$ cat config.mk
export PLATFORM = sky130hd
export DESIGN_NAME = rc4_key_search_ctrl
export DESIGN_NICKNAME = d
export VERILOG_FILES = /design/src/rtl/rc4_pkg.sv /design/src/rtl/rc4_plaintext_checker.sv /design/src/rtl/rc4_key_search_ctrl.sv
export SDC_FILE = /design/constraint.sdc
export NUM_CORES = 1
export LEC_CHECK = 0
export ABC_AREA = 1
export CELL_PAD_IN_SITES_DETAIL_PLACEMENT = 0
export CELL_PAD_IN_SITES_GLOBAL_PLACEMENT = 1
export CORE_ASPECT_RATIO = 1.4
export CORE_MARGIN = 8
export CORE_UTILIZATION = 24
export DETAILED_ROUTE_END_ITERATION = 16
export PLACE_DENSITY = 0.86
export SLEW_MARGIN = 0
export SYNTH_ARGS = -nofsm -noshare
export SYNTH_HDL_FRONTEND = slang
export SYNTH_SLANG_ARGS = --single-unit
$ cat constraint.sdc
create_clock -name clk -period 4.4 [get_ports clk]
set_input_delay 0.44 -clock clk [delete_from_list [all_inputs] [get_ports clk]]
set_output_delay 0.44 -clock clk [all_outputs]
set_load 0.05 [all_outputs]
$ cat src/rtl/rc4_pkg.sv
//------------------------------------------------------------------------------
// rc4_pkg : controller states, S-memory owner codes, plaintext character set
// Rev 1.0
//------------------------------------------------------------------------------
`default_nettype none

package rc4_pkg;

    typedef enum logic [3:0] {
        ST_IDLE      = 4'd0,
        ST_CLEAR     = 4'd1,
        ST_INIT_GO   = 4'd2,
        ST_INIT_WAIT = 4'd3,
        ST_KSA_GO    = 4'd4,
        ST_KSA_WAIT  = 4'd5,
        ST_DEC_GO    = 4'd6,
        ST_DEC_WAIT  = 4'd7,
        ST_CHECK     = 4'd8,
        ST_NEXT_KEY  = 4'd9,
        ST_FOUND     = 4'd10,
        ST_FAIL      = 4'd11
    } state_t;

    localparam logic [1:0] MEM_SEL_NONE = 2'd0;
    localparam logic [1:0] MEM_SEL_INIT = 2'd1;
    localparam logic [1:0] MEM_SEL_KSA  = 2'd2;
    localparam logic [1:0] MEM_SEL_DEC  = 2'd3;

    localparam logic [7:0] CHAR_LO = 8'h61;
    localparam logic [7:0] CHAR_HI = 8'h7A;
    localparam logic [7:0] CHAR_SP = 8'h20;

    function automatic logic is_plain_char(input logic [7:0] b);
        return ((b >= CHAR_LO) && (b <= CHAR_HI)) || (b == CHAR_SP);
    endfunction

endpackage

`default_nettype wire

$ cat src/rtl/rc4_plaintext_checker.sv
//------------------------------------------------------------------------------
// rc4_plaintext_checker : walks the decrypted message one byte per cycle
// Rev 1.0
//------------------------------------------------------------------------------
`default_nettype none

module rc4_plaintext_checker
    import rc4_pkg::*;
#(
    parameter int MSG_DEP   = 32,
    parameter int MSG_WIDTH = 8
) (
    input  logic                              clk,
    input  logic                              reset,
    input  logic                              start,
    input  logic                              active,
    input  logic [MSG_DEP-1:0][MSG_WIDTH-1:0] decrypted,
    output logic                              byte_bad,
    output logic                              all_valid
);

    localparam int               IDX_W    = (MSG_DEP > 1) ? $clog2(MSG_DEP) : 1;
    localparam logic [IDX_W-1:0] LAST_IDX = IDX_W'(MSG_DEP - 1);

    logic [IDX_W-1:0] r_index;
    logic             w_byte_ok;
    logic             w_last;

    assign w_byte_ok = is_plain_char(8'(decrypted[r_index]));
    assign w_last    = (r_index == LAST_IDX);
    assign byte_bad  = active && !w_byte_ok;
    assign all_valid = active && w_byte_ok && w_last;

    // Index parks at 0 whenever the scan is not continuing, so every CHECK starts at byte 0
    always_ff @(posedge clk) begin
        if (reset || start || !active || !w_byte_ok || w_last) begin
            r_index <= '0;
        end else begin
            r_index <= r_index + 1'b1;
        end
    end

endmodule

`default_nettype wire

$ cat src/rtl/rc4_key_search_ctrl.sv
//------------------------------------------------------------------------------
// rc4_key_search_ctrl : key iterator and phase sequencer for the RC4 breaker
// Rev 1.0
//------------------------------------------------------------------------------
`default_nettype none

module rc4_key_search_ctrl
    import rc4_pkg::*;
#(
    parameter int                   KEY_WIDTH = 24,
    parameter logic [KEY_WIDTH-1:0] KEY_MIN   = 24'h000000,
    parameter logic [KEY_WIDTH-1:0] KEY_MAX   = 24'h3FFFFF,
    parameter int                   MSG_DEP   = 32,
    parameter int                   MSG_WIDTH = 8
) (
    input  logic                              clk,
    input  logic                              reset,
    input  logic                              start,
    input  logic                              init_done,
    input  logic                              ksa_done,
    input  logic                              dec_done,
    input  logic [MSG_DEP-1:0][MSG_WIDTH-1:0] decrypted,
    output logic                              eng_clear,
    output logic                              init_start,
    output logic                              ksa_start,
    output logic                              dec_start,
    output logic [1:0]                        mem_sel,
    output logic [KEY_WIDTH-1:0]              key,
    output logic                              busy,
    output logic                              found,
    output logic                              exhausted
);

    state_t r_state;
    logic   w_byte_bad;
    logic   w_all_valid;

    rc4_plaintext_checker #(
        .MSG_DEP   (MSG_DEP),
        .MSG_WIDTH (MSG_WIDTH)
    ) u_checker (
        .clk       (clk),
        .reset     (reset),
        .start     (r_state == ST_DEC_WAIT),
        .active    (r_state == ST_CHECK),
        .decrypted (decrypted),
        .byte_bad  (w_byte_bad),
        .all_valid (w_all_valid)
    );

    // Outputs are assigned on the transition into the state that owns them
    always_ff @(posedge clk) begin
        if (reset) begin
            r_state    <= ST_IDLE;
            key        <= KEY_MIN;
            eng_clear  <= 1'b0;
            init_start <= 1'b0;
            ksa_start  <= 1'b0;
            dec_start  <= 1'b0;
            mem_sel    <= MEM_SEL_NONE;
            busy       <= 1'b0;
            found      <= 1'b0;
            exhausted  <= 1'b0;
        end else begin
            eng_clear  <= 1'b0;
            init_start <= 1'b0;
            ksa_start  <= 1'b0;
            dec_start  <= 1'b0;
            case (r_state)
                ST_IDLE, ST_FOUND, ST_FAIL: begin
                    if (start) begin
                        r_state   <= ST_CLEAR;
                        key       <= KEY_MIN;
                        found     <= 1'b0;
                        exhausted <= 1'b0;
                        busy      <= 1'b1;
                        eng_clear <= 1'b1;
                        mem_sel   <= MEM_SEL_NONE;
                    end
                end
                ST_CLEAR: begin
                    r_state    <= ST_INIT_GO;
                    init_start <= 1'b1;
                    mem_sel    <= MEM_SEL_INIT;
                end
                ST_INIT_GO: r_state <= ST_INIT_WAIT;
                ST_INIT_WAIT: begin
                    if (init_done) begin
                        r_state   <= ST_KSA_GO;
                        ksa_start <= 1'b1;
                        mem_sel   <= MEM_SEL_KSA;
                    end
                end
                ST_KSA_GO: r_state <= ST_KSA_WAIT;
                ST_KSA_WAIT: begin
                    if (ksa_done) begin
                        r_state   <= ST_DEC_GO;
                        dec_start <= 1'b1;
                        mem_sel   <= MEM_SEL_DEC;
                    end
                end
                ST_DEC_GO: r_state <= ST_DEC_WAIT;
                ST_DEC_WAIT: begin
                    if (dec_done) begin
                        r_state <= ST_CHECK;
                        mem_sel <= MEM_SEL_NONE;
                    end
                end
                ST_CHECK: begin
                    if (w_byte_bad) begin
                        r_state <= ST_NEXT_KEY;
                    end else if (w_all_valid) begin
                        r_state <= ST_FOUND;
                        found   <= 1'b1;
                        busy    <= 1'b0;
                    end
                end
                ST_NEXT_KEY: begin
                    if (key == KEY_MAX) begin
                        r_state   <= ST_FAIL;
                        exhausted <= 1'b1;
                        busy      <= 1'b0;
                    end else begin
                        r_state   <= ST_CLEAR;
                        key       <= key + 1'b1;
                        eng_clear <= 1'b1;
                    end
                end
                default: begin
                    r_state <= ST_IDLE;
                    mem_sel <= MEM_SEL_NONE;
                    busy    <= 1'b0;
                end
            endcase
        end
    end

endmodule

`default_nettype wire

# After elaboration in Yosys (flattened, before gate mapping)
# Cells that the tools add are included.
# totals
reg_bits	42
output_inout_bits	33
word_cells	103
# classes
addsub	2
n_lt_le_gt_ge	3
n_eq_ne	23
muxes	35
bitwise	4
n_reduce_logical	25
# ops
op	n
2-to-1 mux 24 bit	2
one-hot mux 24 bit (2 select lines)	1
binary-select mux 8 bit (select 5 bit)	1
one-hot mux 4 bit (10 select lines)	1
2-to-1 mux 4 bit	7
adder 24 x 1 -> 24 bit (second input constant)	1
equality test 24 x 22 -> 1 bit (second input constant)	1
equality test 4 x 3 -> 1 bit (second input constant)	4
equality test 4 bit (second input constant)	4
inequality test 2 bit (second input constant)	8
AND reduction 5 bit	3
2-to-1 mux 1 bit	13
one-hot mux 2 bit (6 select lines)	1
equality test 4 x 2 -> 1 bit (second input constant)	2
equality test 8 x 6 -> 1 bit (second input constant)	1
greater-or-equal comparator 8 x 7 -> 1 bit (second input constant)	1
less-or-equal comparator 8 x 7 -> 1 bit (second input constant)	1
2-to-1 mux 2 bit	4
2-to-1 mux 8 bit	1
OR reduction 7 bit	1
< comparator 5 x 6 -> 1 bit (second input constant)	1
one-hot mux 1 bit (2 select lines)	3
AND reduction 3 bit	2
adder 5 x 1 -> 5 bit (second input constant)	1
14 further kinds	27

# Longest topological paths before layout
# Gate-level depths: netlist (run 1).
# logic_depth
ltp_word	10
mapped_depth	20

# Modules after synthesis
# From an unflattened synthesis (run 1), not the netlist that was laid out.
# hier_totals
cells_unflattened	1051
area_unflattened_um2	5432.7
# by_module_without_submodules
module	instances	cells_each	area_each_um2	seq_area_each_um2
rc4_plaintext_checker	1	687	3111.7	100.1
rc4_key_search_ctrl	1	364	2321.0	740.7

# Worst setup path after synthesis (run 1)
# No wires, ideal clock.
# synth_timing
path_kind	reg-to-reg
startpoint	register key[0]
endpoint	register key[21]
setup_ps	119
arrival_time_ps	2176
required_time_ps	4281
slack_ps	2105
stages_incl_launch_ff	17
n_path_buf	0
cell_sequence	dfxtp_1 ha_1 and3_1 nand2_1 nor2_1 nand3_1 nand2_1 nand2_2 nand2_2 nor2_2 nand2_1 nor2_1 nand3_1 nor2_2 nand2_1 o21ai_1 a21oi_1
# synth_between
elab_chain_len	3
word_cells_on_any_way	6
# synth_lines
item	line	text
start, declared	rc4_key_search_ctrl.sv:28	output logic [KEY_WIDTH-1:0] key,
start signal, assigned	rc4_key_search_ctrl.sv:125	key <= key + 1'b1;
adder 24 x 1 -> 24 bit or equality test 24 x 22 -> 1 bit (tied branches)	rc4_key_search_ctrl.sv:125, rc4_key_search_ctrl.sv:119	
2-to-1 mux 24 bit or inequality test 2 bit (tied branches)	-	
one-hot mux 24 bit (2 select lines) or AND reduction 3 bit (tied branches)	-	
# Parallel ways exist; a longest one is shown, timed or not. The select of a mux whose other input is x is not followed.
# A chain may end at the register's enable or synchronous reset.

# Final worst setup path (run 1)
# layout_timing
startpoint	register u_checker.r_index[0]
endpoint	register r_state[3]
# layout_between
elab_chain_len	9
word_cells_on_any_way	16
# layout_lines
item	line	text
start, declared	rc4_plaintext_checker.sv:25	logic [IDX_W-1:0] r_index;
start signal, assigned	rc4_plaintext_checker.sv:39	r_index <= r_index + 1'b1;
binary-select mux 8 bit (select 5 bit)	rc4_plaintext_checker.sv:29	assign w_byte_ok = is_plain_char(8'(decrypted[r_index]));
2-to-1 mux 8 bit (not written as such)	rc4_plaintext_checker.sv:29	
greater-or-equal comparator 8 x 7 -> 1 bit or less-or-equal comparator 8 x 7 -> 1 bit (tied branches)	rc4_pkg.sv:34	return ((b >= CHAR_LO) && (b <= CHAR_HI)) || (b == CHAR_SP);
logical AND 1 bit	rc4_pkg.sv:34	
logical OR 1 bit	rc4_pkg.sv:34	
zero test 1 bit or logical AND 1 bit (tied branches)	rc4_plaintext_checker.sv:31, rc4_plaintext_checker.sv:32	
logical AND 1 bit (on tied branches)	rc4_plaintext_checker.sv:31, rc4_plaintext_checker.sv:32	
2-to-1 mux 4 bit or inequality test 3 bit (tied branches)	-	
one-hot mux 4 bit (10 select lines) or AND reduction 5 bit (tied branches)	-	
end signal, assigned	rc4_key_search_ctrl.sv:72	r_state <= ST_CLEAR;
end signal, assigned	rc4_key_search_ctrl.sv:111	r_state <= ST_NEXT_KEY;
end signal, assigned	rc4_key_search_ctrl.sv:113	r_state <= ST_FOUND;
end, declared	rc4_key_search_ctrl.sv:34	state_t r_state;
# Parallel ways exist; a longest one is shown, timed or not. The select of a mux whose other input is x is not followed.

==> impl_metrics.ini, run 1 <==
[setup_path]
rr_worst_depth = 16
rr_endpoint = r_state[3]$_SDFFE_PP0P_
crit_chain = inv_4, nand2_1, nand3_1, nand3_1, nand2_1, nand2_1, nand3_1, nand2_1, nand2_1, nand2_1, nand2_1, nand2_1, nand4_1, nand2_2, o21ai_0, nor2_1
cp.arrival_ns = 3.21
worstSetupStartpoint = u_checker.r_index[0]$_SDFF_PP0_
rr_startpoint = u_checker.r_index[0]$_SDFF_PP0_
cpPeakStageDelay_ns = 0.79
path_max_fanout = 112
r2r_setup_slack_ns = 1.36
required_ns = 4.57
crit_end = r_state[3]$_SDFFE_PP0P_
crit_type = flip-flop to flip-flop
end_kind = flip-flop
path_common_cell = nand2_1
cpMaxStageDelayCell = inv_4
startpoint_type = flip-flop

[power]
power.density_nw_per_um2 = 218
vdd_drop_max_mv = 0.182
p_total_mw = 1.67
leakagePower_nw = 3.15

[synth]
yosys.area_share.simple = 0.610
synth_cell_types = 36
synth_top_area_cell = nand2_1
netlist_instances = 863
synth_nets = 1128
synth-adder-area-share = 0.00829
synthMuxAreaShare = 0
ys_seq_elements = 42
synth_top_family_by_area = simple AND/OR/NAND/NOR gates
postSynth.asyncResetShare = 0
synth_compound_area_frac = 0.0735
synth-seq-area-share = 0.186
syn_area_per_cell_sq_um = 5.24
synth_xor_area_frac = 0.00387
synth.area.top_cells = nand2_1 (28%), nand3_1 (22%), dfxtp_1 (19%)
ys_warn_count = 0
synth_edf_count = 0
ys.flop_type = dfxtp_1
synth_top_area_share = 0.284
synth.cell_area_sq_um = 4530

[flow_run]
maxCapViolCount = 0

[die]
die_w_microns = 132
core_sq_um = 18500
chipHeight_microns = 178
ioPinCount = 295
rows = 59
die-area_sq_um = 23600
initial_core_util = 0.244

[sta]
rsz0062_at_grt = no
finalMaxSlewViolations = 0
tightestPinTransition_ns = 1.13
finalCriticalPeriod_ns = 3.04
fin_worst_skew_ns = 0.00591
setup_tns_ns = 0
fmaxAchievable_mhz = 328
fin_crit_sh = 0.692
finalSetupViolations = 0
max_slew_margin = 0.247
hold_viol = 0

[cells_and_area]
final_nets = 1386
drive_gt1_frac = 0.0303
layoutNonFillerInstCount = 1367
synthToLayoutAreaGrowth_pct = 69.5

[min_path]
hold_class = flip-flop to flip-flop

[global_routing]
grt_pass1_wl_mm = 35.2
overflow = 0
antenna_found_initial = 2
track_usage = 0.186
grt_pass1_vias = 6326
grt_max_degree = 113

[clocking]
cts_hold_buffers = 0
ctsResizeCount = 0
cts.sinks = 42
htreeDepth = 2
path_clk_slew_ns = 0.06
clk_path_buf_depth = 2
post_cts_buffers = 0
clock_latency_ns = 0.29
cts_tree = built
cts_buffers = 5
cts-root-buf = clkbuf_16

[routing]
first_pass_iters = 4
num_vias = 6414
post_drt_wl_per_cell_microns = 17.0
drc_errors = 0
viasPerCell = 4.69
drtIter0Drc = 437
ant_nets = 0
drt_wl_total_mm = 23.2

[status]
status = complete, no violations

[placement]
post-place-cells = 1358
dp_hpwl_mm = 18.2
numPortBuffers = 294
gp_congestion = 0.843
## layer usage
layer / up-vias / track usage / part of all wire
li1: 3321 / - / -
met1: 2867 / 0.207 / 0.39
met2: 207 / 0.354 / 0.52
met3: 17 / 0.0406 / 0.074
met4: 2 / 0.0341 / 0.014
met5: - / 0 / 0.00073
## cell usage after synthesis (all sizes together), types with 2 or more instances
cell type and number:
nand2 347, clkbuf 7, buf 43, nand3 197, ha 3, a31oi 3, o221a 2, nor4 4
nand4 5, nor2 76, dfxtp 42, o21ai 23, nor3 15, inv 59, a21oi 27
## placed cells by master, fill, tap and decap left out, types with 4 or more instances in the layout
cell type        instances
buf_4                    7
clkdlybuf4s50_1        294
nand3_1                196
inv_1                   54
nand2_1                343
dfxtp_1                 40
nor2_1                  74
nor3_1                  15
o21ai_0                 18
a21oi_1                 26
nor4_1                   4
nand2_2                  4
nand4_1                  5
clkbuf_16                5
inv_2                    4
## power breakdown
group | internal [mW] | total (mW) | switching [mW]
Combinational | 0.392 | 0.829 | 0.437
Clock | 0.225 | 0.375 | 0.150
Sequential | 0.424 | 0.466 | 0.0421
## critical path, delay by kind of cell, from the launching register on
kind            cells  cell delay (ns)
compound gates      1             0.17
simple gates       14             1.28
buf+inv             1             0.79
flops               1             0.52
## how the worst min path moves through the flow
| stage | start | end | slack (ns) | depth (start not counted) |
|---|---|---|---|---|
| 6_report | found$_SDFFE_PP0P_ | found$_SDFFE_PP0P_ | 0.45 | 2 |
| 5_1_grt | found$_SDFFE_PP0P_ | found$_SDFFE_PP0P_ | 0.49 | 2 |
| 4_1_cts | found$_SDFFE_PP0P_ | found$_SDFFE_PP0P_ | 0.45 | 2 |
| 3_5_place_dp | found$_SDFFE_PP0P_ | found$_SDFFE_PP0P_ | 0.44 | 2 |
| 3_3_place_gp | found$_SDFFE_PP0P_ | found$_SDFFE_PP0P_ | 0.44 | 2 |
| 2_1_floorplan | r_state[2]$_SDFFE_PP0P_ | init_start$_SDFF_PP0_ | 0.47 | 1 |
## metrics by stage
| stage | setup WS (ns) | util | cell area, sq um | hold WS (ns) |
|---|---|---|---|---|
| after floorplan | 2.10 | - | 4530 | 0.466 |
| after global placement | 1.38 | 0.406 | 7520 | 0.444 |
| after detailed placement | 1.37 | 0.406 | 7520 | 0.444 |
| after CTS | 1.36 | 0.414 | 7670 | 0.455 |
| after global routing | 1.04 | 0.414 | 7670 | 0.487 |
| final | 1.36 | 0.414 | 7670 | 0.453 |
## flip-flops by register name, summed over array words and instances (netlist names)
register           cells
busy                   1
dec_start              1
eng_clear              1
exhausted              1
found                  1
init_start             1
key                   24
ksa_start              1
mem_sel                2
r_state                4
u_checker.r_index      5
## cells by family (layout without fill, tap and decap cells)
| family | Yosys count | after routing |
|---|---|---|
| AND/OR/NAND/NOR | 647 | 647 |
| buffers and inverters | 110 | 369 |
| AO/OA/AOI/OAI | 59 | 59 |
| flip-flops | 42 | 42 |
| adder cells (fa/ha/maj) | 3 | 3 |
| XOR/XNOR | 2 | 2 |
| other | 0 | 1 |
## area by class of cell
cell class                 count  area, sq um
fill                        2027        10900
multi-input combinational    711         3150
timing repair buffer         301         3000
sequential                    42          846
tap                          244          305
inverter                      60          228
clock buffer                   7          143
clock inverter                 1         5.00
antenna                        1         2.50
Power figures use the tool's default switching activity.
==> inputs of run 2 (changes only) <==
Settings changed: CORE_UTILIZATION 24 to 20, PLACE_DENSITY 0.86 to 0.76.
Clock period 4.4 ns to 2.6 ns, I/O delays scaled along.
==> run 2 against run 1 <==
Clock-buffer cell count is the same. Clock power grew 70%. Clock skew shrank 0.0014 ns. First-iteration DRC count shrank 18%. Final cell count grew 5.6%. Sequential share of layout area shrank 0.43 points. Power grew 72%. Global-route usage shrank 1.8 points. Critical endpoint is now r_state[2]$_SDFFE_PP0P_. Largest cell class is now buffers. Largest power group unchanged.
==> impl_metrics.ini, run 2 (same netlist as run 1, synthesis figures left out) <==
[min_path]
min_to = found$_SDFFE_PP0P_
hold_class = flip-flop to flip-flop
hp-start = found$_SDFFE_PP0P_
holdPathStages = 2

[routing]
first_pass_iters = 4
drtIter0Drc = 360
viasPerCell = 4.48
num_vias = 6464
drc_errors = 0
drt_wl_total_mm = 24.6
post_drt_wl_per_cell_microns = 17.0
ant_nets = 0

[setup_path]
path_max_fanout = 16
cpPeakStageDelay_ns = 0.39
end_kind = flip-flop
cp.arrival_ns = 2.52
startpoint_type = flip-flop
required_ns = 2.78
crit_buf_inv = 3
crit_chain = inv_6, buf_4, nand2_1, nand3_1, nand3_1, nand2_1, nand2_1, nand3_1, nand2_1, nand2_1, nor2_1, a21oi_2, nand4_1, nand2_2, inv_2, nor2_1, nor2_1
cpMaxStageDelayCell = dfxtp_4
r2r_setup_slack_ns = 0.26
worstSetupStartpoint = u_checker.r_index[0]$_SDFF_PP0_
crit_type = flip-flop to flip-flop
rr_endpoint = r_state[2]$_SDFFE_PP0P_
rr_startpoint = u_checker.r_index[0]$_SDFF_PP0_
path_common_cell = nand2_1
rr_worst_depth = 17
cp_top_family = simple AND/OR/NAND/NOR gates

[global_routing]
grt_pass1_wl_mm = 36.5
overflow = 0
grt_pass1_vias = 6455
antenna_found_initial = 5
grt_max_degree = 111
track_usage = 0.168

[sta]
tightestPinTransition_ns = 0.577
whs_ns = 0.479
max_slew_margin = 0.615
finalMaxSlewViolations = 0
hold_viol = 0
finalCriticalPeriod_ns = 2.34
fin_worst_skew_ns = 0.00455
setup_tns_ns = 0
fin_crit_sh = 0.899
fmaxAchievable_mhz = 428
setup_slack_ns = 0.262
finalSetupViolations = 0

[die]
core_sq_um = 22400
die-area_sq_um = 27800
initial_core_util = 0.202
rows = 65
ioPinCount = 295
die_w_microns = 143
chipHeight_microns = 194

[cells_and_area]
final_nets = 1406
reg_top3 = key (24), u_checker.r_index (5), r_state (4)
layoutNonFillerInstCount = 1444
final_cell_mix = nand2_1 (343), clkdlybuf4s50_1 (294), nand3_1 (195)
drive_gt1_frac = 0.0490
regMostFlops = key
largest_reg_flops = 24
layout_commonest_cell = nand2_1
synthToLayoutAreaGrowth_pct = 76.6

[clocking]
clock_latency_ns = 0.28
cts_buffers = 5
cts_tree = built
htreeDepth = 2
cts-root-buf = clkbuf_16
path_clk_slew_ns = 0.06
post_cts_buffers = 0
clk_path_buf_depth = 2
cts.sinks = 42
cts_hold_buffers = 0

[placement]
post-place-cells = 1434
dp_hpwl_mm = 19.5
dpl_worst_slack_ns = 0.236
gp_congestion = 0.881
numPortBuffers = 294

[power]
leakagePower_nw = 3.29
power.density_nw_per_um2 = 360
vdd_drop_max_mv = 0.437

[flow_run]
maxCapViolCount = 0

[status]
status = complete, no violations
-- run 2: power breakdown --
group          internal (mW)  switching (mW)
clock network          0.381           0.255
registers              0.717          0.0619
logic                  0.695           0.770
-- run 2: final cells by class --
cell class | instances | area, sq um
fillers | 2481 | 14400
repair buffers | 321 | 3230
multi-input cells | 711 | 3160
flip-flops and latches | 42 | 847
well taps | 301 | 377
inverters | 60 | 230
clock buffers | 7 | 143
clock inverters | 1 | 5.00
diodes | 1 | 2.50
-- run 2: repair_timing --
| item | 4_1_cts | 5_1_grt |
|---|---|---|
| gates resized for setup | 0 | 4 |
| hold endpoints to repair | 0 | 0 |
| setup endpoints to repair | 0 | 10 |
-- run 2: through the flow --
step / instance area, sq um / power (mW) / util
5_1_grt: 7990 / 3.09 / 0.357
3_3_place_gp: 7800 / 2.26 / 0.349
6_report: 7990 / 2.88 / 0.357
4_1_cts: 7950 / 2.91 / 0.355
2_1_floorplan: 4530 / 1.56 / -
3_5_place_dp: 7800 / 2.25 / 0.349
-- run 2: metal layers --
layer,vias to the layer above,global-route usage,share of wire
met5,-,0,0.0018
met4,8,0.0387,0.018
met3,29,0.0429,0.082
met2,213,0.315,0.52
met1,2857,0.181,0.38
li1,3357,-,-
-- run 2: worst max-delay path by stage --
| stage | cells after the start | to | slack (ns) |
|---|---|---|---|
| 6_report | 17 | r_state[2]$_SDFFE_PP0P_ | 0.26 |
| 5_1_grt | 17 | r_state[2]$_SDFFE_PP0P_ | -0.01 |
| 2_1_floorplan | 16 | key[21]$_SDFFE_PP0P_ | 0.30 |
| 3_5_place_dp | 16 | r_state[2]$_SDFFE_PP0P_ | 0.24 |
| 3_3_place_gp | 16 | r_state[3]$_SDFFE_PP0P_ | 0.22 |
| 4_1_cts | 16 | r_state[2]$_SDFFE_PP0P_ | 0.22 |
-- run 2: worst reg2reg max path, delay by kind of cell, from the launching register on --
| family | cells | cell delay, ns |
|---|---|---|
| AOI/OAI and AO/OA | 1 | 0.16 |
| buffers and inverters | 3 | 0.46 |
| and+or+nand+nor | 13 | 1.23 |
| DFF | 1 | 0.39 |
